--- config.mk ---
export PLATFORM = sky130hd
export DESIGN_NAME = nrisc_control_fsm
export DESIGN_NICKNAME = d
export VERILOG_FILES = /design/src/rtl/nrisc_pkg.sv /design/src/rtl/nrisc_wait_timer.sv /design/src/rtl/nrisc_control_fsm.sv
export SDC_FILE = /design/constraint.sdc
export NUM_CORES = 1
export LEC_CHECK = 0
export ABC_CLOCK_PERIOD_IN_PS = 6700
export CAP_MARGIN = 20
export CORE_UTILIZATION = 30
export CTS_CLUSTER_SIZE = 8
export DETAILED_ROUTE_END_ITERATION = 7
export GPL_TIMING_DRIVEN = 0
export PLACE_DENSITY = 0.54
export SYNTH_ARGS = -nofsm -noshare
export SYNTH_HDL_FRONTEND = slang
export SYNTH_HIERARCHICAL = 1
export SYNTH_SLANG_ARGS = --single-unit
--- constraint.sdc ---
create_clock -name clock -period 6.7 [get_ports clock]
set_clock_uncertainty 0.15 [all_clocks]
set_input_delay 1.675 -clock clock [delete_from_list [all_inputs] [get_ports clock]]
set_output_delay 1.675 -clock clock [all_outputs]
set_load 0.01 [all_outputs]
--- src/rtl/nrisc_pkg.sv ---
// Shared encodings for the nRISC multi-cycle control FSM: states, opcodes,
// ALU and PC-source selects, and the bundle of control strobes.
package nrisc_pkg;

  typedef enum logic [2:0] {
    ST_IDLE   = 3'd0,
    ST_FETCH  = 3'd1,
    ST_DECODE = 3'd2,
    ST_EXEC   = 3'd3,
    ST_MEM    = 3'd4,
    ST_WB     = 3'd5,
    ST_ERR    = 3'd6,
    ST_HALT   = 3'd7
  } state_t;

  localparam logic [2:0] OP_ADD = 3'b000;
  localparam logic [2:0] OP_SUB = 3'b001;
  localparam logic [2:0] OP_AND = 3'b010;
  localparam logic [2:0] OP_OR  = 3'b011;
  localparam logic [2:0] OP_LW  = 3'b100;
  localparam logic [2:0] OP_SW  = 3'b101;
  localparam logic [2:0] OP_BEQ = 3'b110;
  localparam logic [2:0] OP_JMP = 3'b111;

  localparam logic [1:0] ALU_ADD = 2'b00;
  localparam logic [1:0] ALU_SUB = 2'b01;
  localparam logic [1:0] ALU_AND = 2'b10;
  localparam logic [1:0] ALU_OR  = 2'b11;

  localparam logic [1:0] PC_INC    = 2'b00;
  localparam logic [1:0] PC_BRANCH = 2'b01;
  localparam logic [1:0] PC_JUMP   = 2'b10;

  localparam logic [7:0] HALT_INSTR = 8'hFF;

  typedef struct packed {
    logic       pc_write;
    logic [1:0] pc_src;
    logic       ir_write;
    logic       mem_read;
    logic       mem_write;
    logic       mem_to_reg;
    logic       reg_write;
    logic [1:0] alu_op;
    logic       alu_src;
    logic       busy;
    logic       error;
  } ctrl_t;

  function automatic logic is_rtype(input logic [2:0] opcode);
    return opcode[2] == 1'b0;
  endfunction

endpackage

--- src/rtl/nrisc_wait_timer.sv ---
// Counts consecutive memory-not-ready cycles; expired flags the last
// tolerated cycle so the FSM can divert to ERR on the following edge.
module nrisc_wait_timer #(
  parameter int unsigned WAIT_MAX = 15
) (
  input  logic clock,
  input  logic reset,
  input  logic clear,
  input  logic count_en,
  output logic expired
);

  logic [7:0] r_count;

  // NOTE: sequential state uses non-blocking assignment so every register
  // samples the pre-edge values, regardless of block ordering.
  always_ff @(posedge clock) begin
    if (reset || clear) begin
      r_count <= 8'd0;
    end else if (count_en) begin
      r_count <= r_count + 8'd1;
    end
  end

  assign expired = (r_count == 8'(WAIT_MAX - 1));

endmodule

--- src/rtl/nrisc_control_fsm.sv ---
// Multi-cycle control FSM for the 8-bit nRISC core. Define NRISC_HALT_EN to
// decode instr 8'hFF as a HALT; otherwise it executes as an ordinary JMP.
module nrisc_control_fsm
  import nrisc_pkg::*;
#(
  parameter int unsigned WAIT_MAX = 15
) (
  input  logic       clock,
  input  logic       reset,
  input  logic       start,
  input  logic [7:0] instr,
  input  logic       zero,
  input  logic       mem_ready,
  output logic       pc_write,
  output logic [1:0] pc_src,
  output logic       ir_write,
  output logic       mem_read,
  output logic       mem_write,
  output logic       mem_to_reg,
  output logic       reg_write,
  output logic [1:0] alu_op,
  output logic       alu_src,
  output logic       busy,
  output logic       error,
  output logic [2:0] state
);

`ifdef NRISC_HALT_EN
  localparam bit HALT_EN = 1'b1;
`else
  localparam bit HALT_EN = 1'b0;
`endif

  state_t     r_state;
  state_t     w_next;
  ctrl_t      w_ctrl;
  logic       w_count_en;
  logic       w_expired;
  logic       w_clear;
  logic [2:0] w_opcode;

  assign w_opcode = instr[7:5];
  assign w_clear  = (w_next != r_state);

  nrisc_wait_timer #(
    .WAIT_MAX(WAIT_MAX)
  ) u_wait_timer (
    .clock   (clock),
    .reset   (reset),
    .clear   (w_clear),
    .count_en(w_count_en),
    .expired (w_expired)
  );

  always_ff @(posedge clock) begin
    if (reset) begin
      r_state <= ST_IDLE;
    end else begin
      r_state <= w_next;
    end
  end

  // NOTE: every signal written here gets a default first, so no path
  // through the case statement can leave one unassigned and infer a latch.
  always_comb begin
    w_next     = r_state;
    w_ctrl     = '0;
    w_count_en = 1'b0;

    unique case (r_state)
      ST_IDLE: begin
        if (start) w_next = ST_FETCH;
      end
      ST_FETCH: begin
        w_ctrl.busy     = 1'b1;
        w_ctrl.mem_read = 1'b1;
        if (mem_ready) begin
          w_ctrl.ir_write = 1'b1;
          w_ctrl.pc_write = 1'b1;
          w_ctrl.pc_src   = PC_INC;
          w_next          = ST_DECODE;
        end else begin
          w_count_en = 1'b1;
          if (w_expired) w_next = ST_ERR;
        end
      end
      ST_DECODE: begin
        w_ctrl.busy = 1'b1;
        if (HALT_EN && instr == HALT_INSTR) begin
          w_next = ST_HALT;
        end else if (w_opcode == OP_JMP) begin
          w_ctrl.pc_write = 1'b1;
          w_ctrl.pc_src   = PC_JUMP;
          w_next          = ST_FETCH;
        end else begin
          w_next = ST_EXEC;
        end
      end
      ST_EXEC: begin
        w_ctrl.busy = 1'b1;
        if (is_rtype(w_opcode)) begin
          w_ctrl.alu_op = w_opcode[1:0];
          w_next        = ST_WB;
        end else if (w_opcode == OP_LW || w_opcode == OP_SW) begin
          w_ctrl.alu_src = 1'b1;
          w_ctrl.alu_op  = ALU_ADD;
          w_next         = ST_MEM;
        end else if (w_opcode == OP_BEQ) begin
          w_ctrl.alu_op   = ALU_SUB;
          w_ctrl.pc_src   = PC_BRANCH;
          w_ctrl.pc_write = zero;
          w_next          = ST_FETCH;
        end else begin
          w_next = ST_FETCH;
        end
      end
      ST_MEM: begin
        w_ctrl.busy      = 1'b1;
        w_ctrl.mem_read  = (w_opcode == OP_LW);
        w_ctrl.mem_write = (w_opcode == OP_SW);
        if (mem_ready) begin
          w_next = (w_opcode == OP_LW) ? ST_WB : ST_FETCH;
        end else begin
          w_count_en = 1'b1;
          if (w_expired) w_next = ST_ERR;
        end
      end
      ST_WB: begin
        w_ctrl.busy       = 1'b1;
        w_ctrl.reg_write  = 1'b1;
        w_ctrl.mem_to_reg = (w_opcode == OP_LW);
        w_next            = ST_FETCH;
      end
      ST_ERR: begin
        w_ctrl.error = 1'b1;
      end
      ST_HALT: begin
        w_next = ST_HALT;
      end
      default: begin
        w_next = ST_IDLE;
      end
    endcase

    // Outputs are forced quiet for the whole reset cycle, not just after it.
    if (reset) w_ctrl = '0;
  end

  assign pc_write   = w_ctrl.pc_write;
  assign pc_src     = w_ctrl.pc_src;
  assign ir_write   = w_ctrl.ir_write;
  assign mem_read   = w_ctrl.mem_read;
  assign mem_write  = w_ctrl.mem_write;
  assign mem_to_reg = w_ctrl.mem_to_reg;
  assign reg_write  = w_ctrl.reg_write;
  assign alu_op     = w_ctrl.alu_op;
  assign alu_src    = w_ctrl.alu_src;
  assign busy       = w_ctrl.busy;
  assign error      = w_ctrl.error;
  assign state      = reset ? 3'd0 : r_state;

endmodule

==> impl_metrics.toml <==
[global_routing]
grt_max_degree = 11
grt_first_pass_wirelength_mm = 3.55
antenna_found_initial = 0
grt_pass1_vias = 771
grt_overflow = 0
gr-usage-all-layers = 0.145

[synthesis]
synth_top_flop_cell = "dfxtp_1"
yosysUniqueCellTypes = 37
ys_warn_count = 6
synth_seq_cells = 11
synth-edff-count = 0
syn_area_per_cell_um2 = 7.85
yosysSeqAreaShare = 0.253
async_reset_ff_frac = 0
syn_nets = 126
syn_area_um2 = 871
synthCells = 111

[cells_and_area]
final_nets = 154
postLayoutCoreUtil = 0.423
antenna_cells = 0
drive_above_1_share = 0.181
fillCellCount = 296
area_growth_pct = 34.1
fin_cells = 169
fin_area_mm2 = 0.00117

[setup_path]
worstSetupPathType = "in2out"
worstPathMaxFanout = 6
crit_top_cell = "clkdlybuf4s50_1"
start_kind = "input port"
cpPeakStageDelay_ns = 0.60
crit_path_cell_trace = "clkdlybuf4s50_1 > nand2_1 > mux2_2 > nor2_1 > clkdlybuf4s50_1"
crit_arrival_ns = 3.37
cp_slowest_cell = "clkdlybuf4s50_1"
cp.required_ns = 4.88
end_kind = "output pin"

[power_and_ir_drop]
ir_worst_vdd_mv = 0.106
power_density_mw_per_mm2 = 144
power_mw = 0.168
power_leakage_nw = 0.385

[timing]
fin_crit_ns = 5.19
setup-tns-final_ns = 0
drv_slew = 0
max-slew-margin-rel = 0.539
worstMarginPinSlew_ns = 0.685
whs_ns = 0.367
period_share = 0.775
setup_violations = 0
fin_ws_ns = 1.51
rsz0062_at_grt = "false"
hold_viol = 0
max_freq_mhz = 193

[die]
rows = 19
die_width_um = 55.9
io_pins = 29
die_y_um = 55.9
design.core.area_mm2 = 0.00276
die-area_mm2 = 0.00312
start_util = 0.316

[clocking]
cts_tree = "done"
cts_buffers = 3
clockBufferDepth = 2
ctsHoldBuffers = 0
cts_htree_levels = 1
postCtsSetupRepairBufs = 0
cts.repair.resized = 0
clk_latency_ns = 0.27
clk_pin_slew_ns = 0.07
clockRootBuffer = "clkbuf_4"
clkSinkCount = 11

[route]
wirelength_mm = 2.18
drc = 0
final_antenna_net_count = 0
num_vias = 875
dr.first_iter.drc_count = 17
vias_per_cell = 5.18
drt_first_pass_iters = 4
wl_per_cell_um = 12.9

[outcome]
outcome = "finished clean"

[placed_design]
place_ws_ns = 1.51
io_buffers = 23
placed_area_mm2 = 0.00114
gp_congestion = 0.753
placedCellCount = 165
post-dp-hpwl_mm = 1.70

[min_path]
hp-class = "reg2reg"

[run]
drv_cap = 0
==> area by class of cell <==
cell class	count	area, um^2	area share
multi-input combinational	88	578	0.495
tap	31	38.8	0.0332
buffer	8	57.6	0.0493
inverter	4	15.0	0.0129
clock buffer	3	22.5	0.0193
clock inverter	1	5.00	0.00429
timing repair buffer	23	230	0.197
sequential	11	220	0.189
==> state kept, by name, summed over array words and instances (netlist names) <==
register              flops
u_wait_timer/r_count      8
r_state                   3
==> worst max-delay path, delay by kind of cell <==
family / cells / cell delay, ns
buf+inv: 2 / 1.14
mux: 1 / 0.29
simple gates: 2 / 0.25
==> path summary, 6_finish.rpt <==
kind                                         from  slack [ns]                                    to  depth (start not counted)
max                                      instr[7]        1.51                             alu_op[0]                          5
min          u_wait_timer/r_count[6]$_SDFFE_PP0P_        0.37  u_wait_timer/r_count[6]$_SDFFE_PP0P_                          2
max reg2reg  u_wait_timer/r_count[1]$_SDFFE_PP0P_        4.21  u_wait_timer/r_count[1]$_SDFFE_PP0P_                          9
min reg2reg  u_wait_timer/r_count[6]$_SDFFE_PP0P_        0.37  u_wait_timer/r_count[6]$_SDFFE_PP0P_                          2
==> cells by family after synthesis <==
logic type               after synthesis  share of synthesized area
multiplexers                           2                     0.0259
flip-flops                            11                      0.253
XOR/XNOR                               4                     0.0402
buffers and inverters                 12                     0.0833
AND/OR/NAND/NOR                       57                      0.414
AO/OA/AOI/OAI                         23                      0.155
adder cells (fa/ha/maj)                2                     0.0287
==> cells in the mapped netlist, types with 2 or more instances <==
| cell type | n | share of area |
|---|---|---|
| a21oi_1 | 9 | 0.052 |
| ha_1 | 2 | 0.029 |
| nand3b_1 | 2 | 0.017 |
| nand4_1 | 2 | 0.014 |
| a31oi_1 | 2 | 0.014 |
| nor2b_1 | 2 | 0.014 |
| nor3_2 | 4 | 0.046 |
| nor3_1 | 6 | 0.034 |
| a211oi_1 | 3 | 0.026 |
| nand2_1 | 6 | 0.026 |
| nor3b_1 | 3 | 0.026 |
| inv_1 | 3 | 0.013 |
| mux2_2 | 2 | 0.026 |
| xor2_1 | 3 | 0.030 |
| dfxtp_1 | 11 | 0.25 |
| nand3_1 | 2 | 0.011 |
| nor4_1 | 4 | 0.029 |
| nand2b_1 | 4 | 0.029 |
| buf_2 | 4 | 0.023 |
| o31a_1 | 2 | 0.020 |
| or3_1 | 2 | 0.014 |
| nor2_1 | 12 | 0.052 |
| o21ai_0 | 5 | 0.029 |
| buf_6 | 3 | 0.039 |
==> layout by cell type (no fill, tap or decap), types with 2 or more instances in the layout <==
cell	count
clkdlybuf4s50_1	23
nor2_1	12
dfxtp_1	11
a21oi_1	9
nand2_1	6
nor3_1	6
o21ai_0	5
buf_2	4
nand2b_1	4
nor4_1	4
nor3_2	4
buf_6	3
inv_1	3
nor3b_1	3
a211oi_1	3
clkbuf_4	3
xor2_1	3
nor2b_1	2
mux2_2	2
o31a_1	2
nand3b_1	2
nand3_1	2
a31oi_1	2
nand4_1	2
or3_1	2
ha_1	2
==> where the power goes <==
part           leakage (nW)  switching [mW]  internal [mW]
combinational         0.278          0.0281         0.0252
sequential           0.0891         0.00207         0.0675
clock                0.0177          0.0228         0.0221
total                 0.385          0.0529          0.115
==> metal layers <==
layer | global-route usage | up-vias | share of wire
met4 | 0.0418 | 0 | 0.0055
met1 | 0.188 | 414 | 0.47
met5 | 0 | - | 0
met3 | 0.0419 | 2 | 0.027
met2 | 0.234 | 13 | 0.50
li1 | - | 446 | -
(Power assumes the default switching activity.)
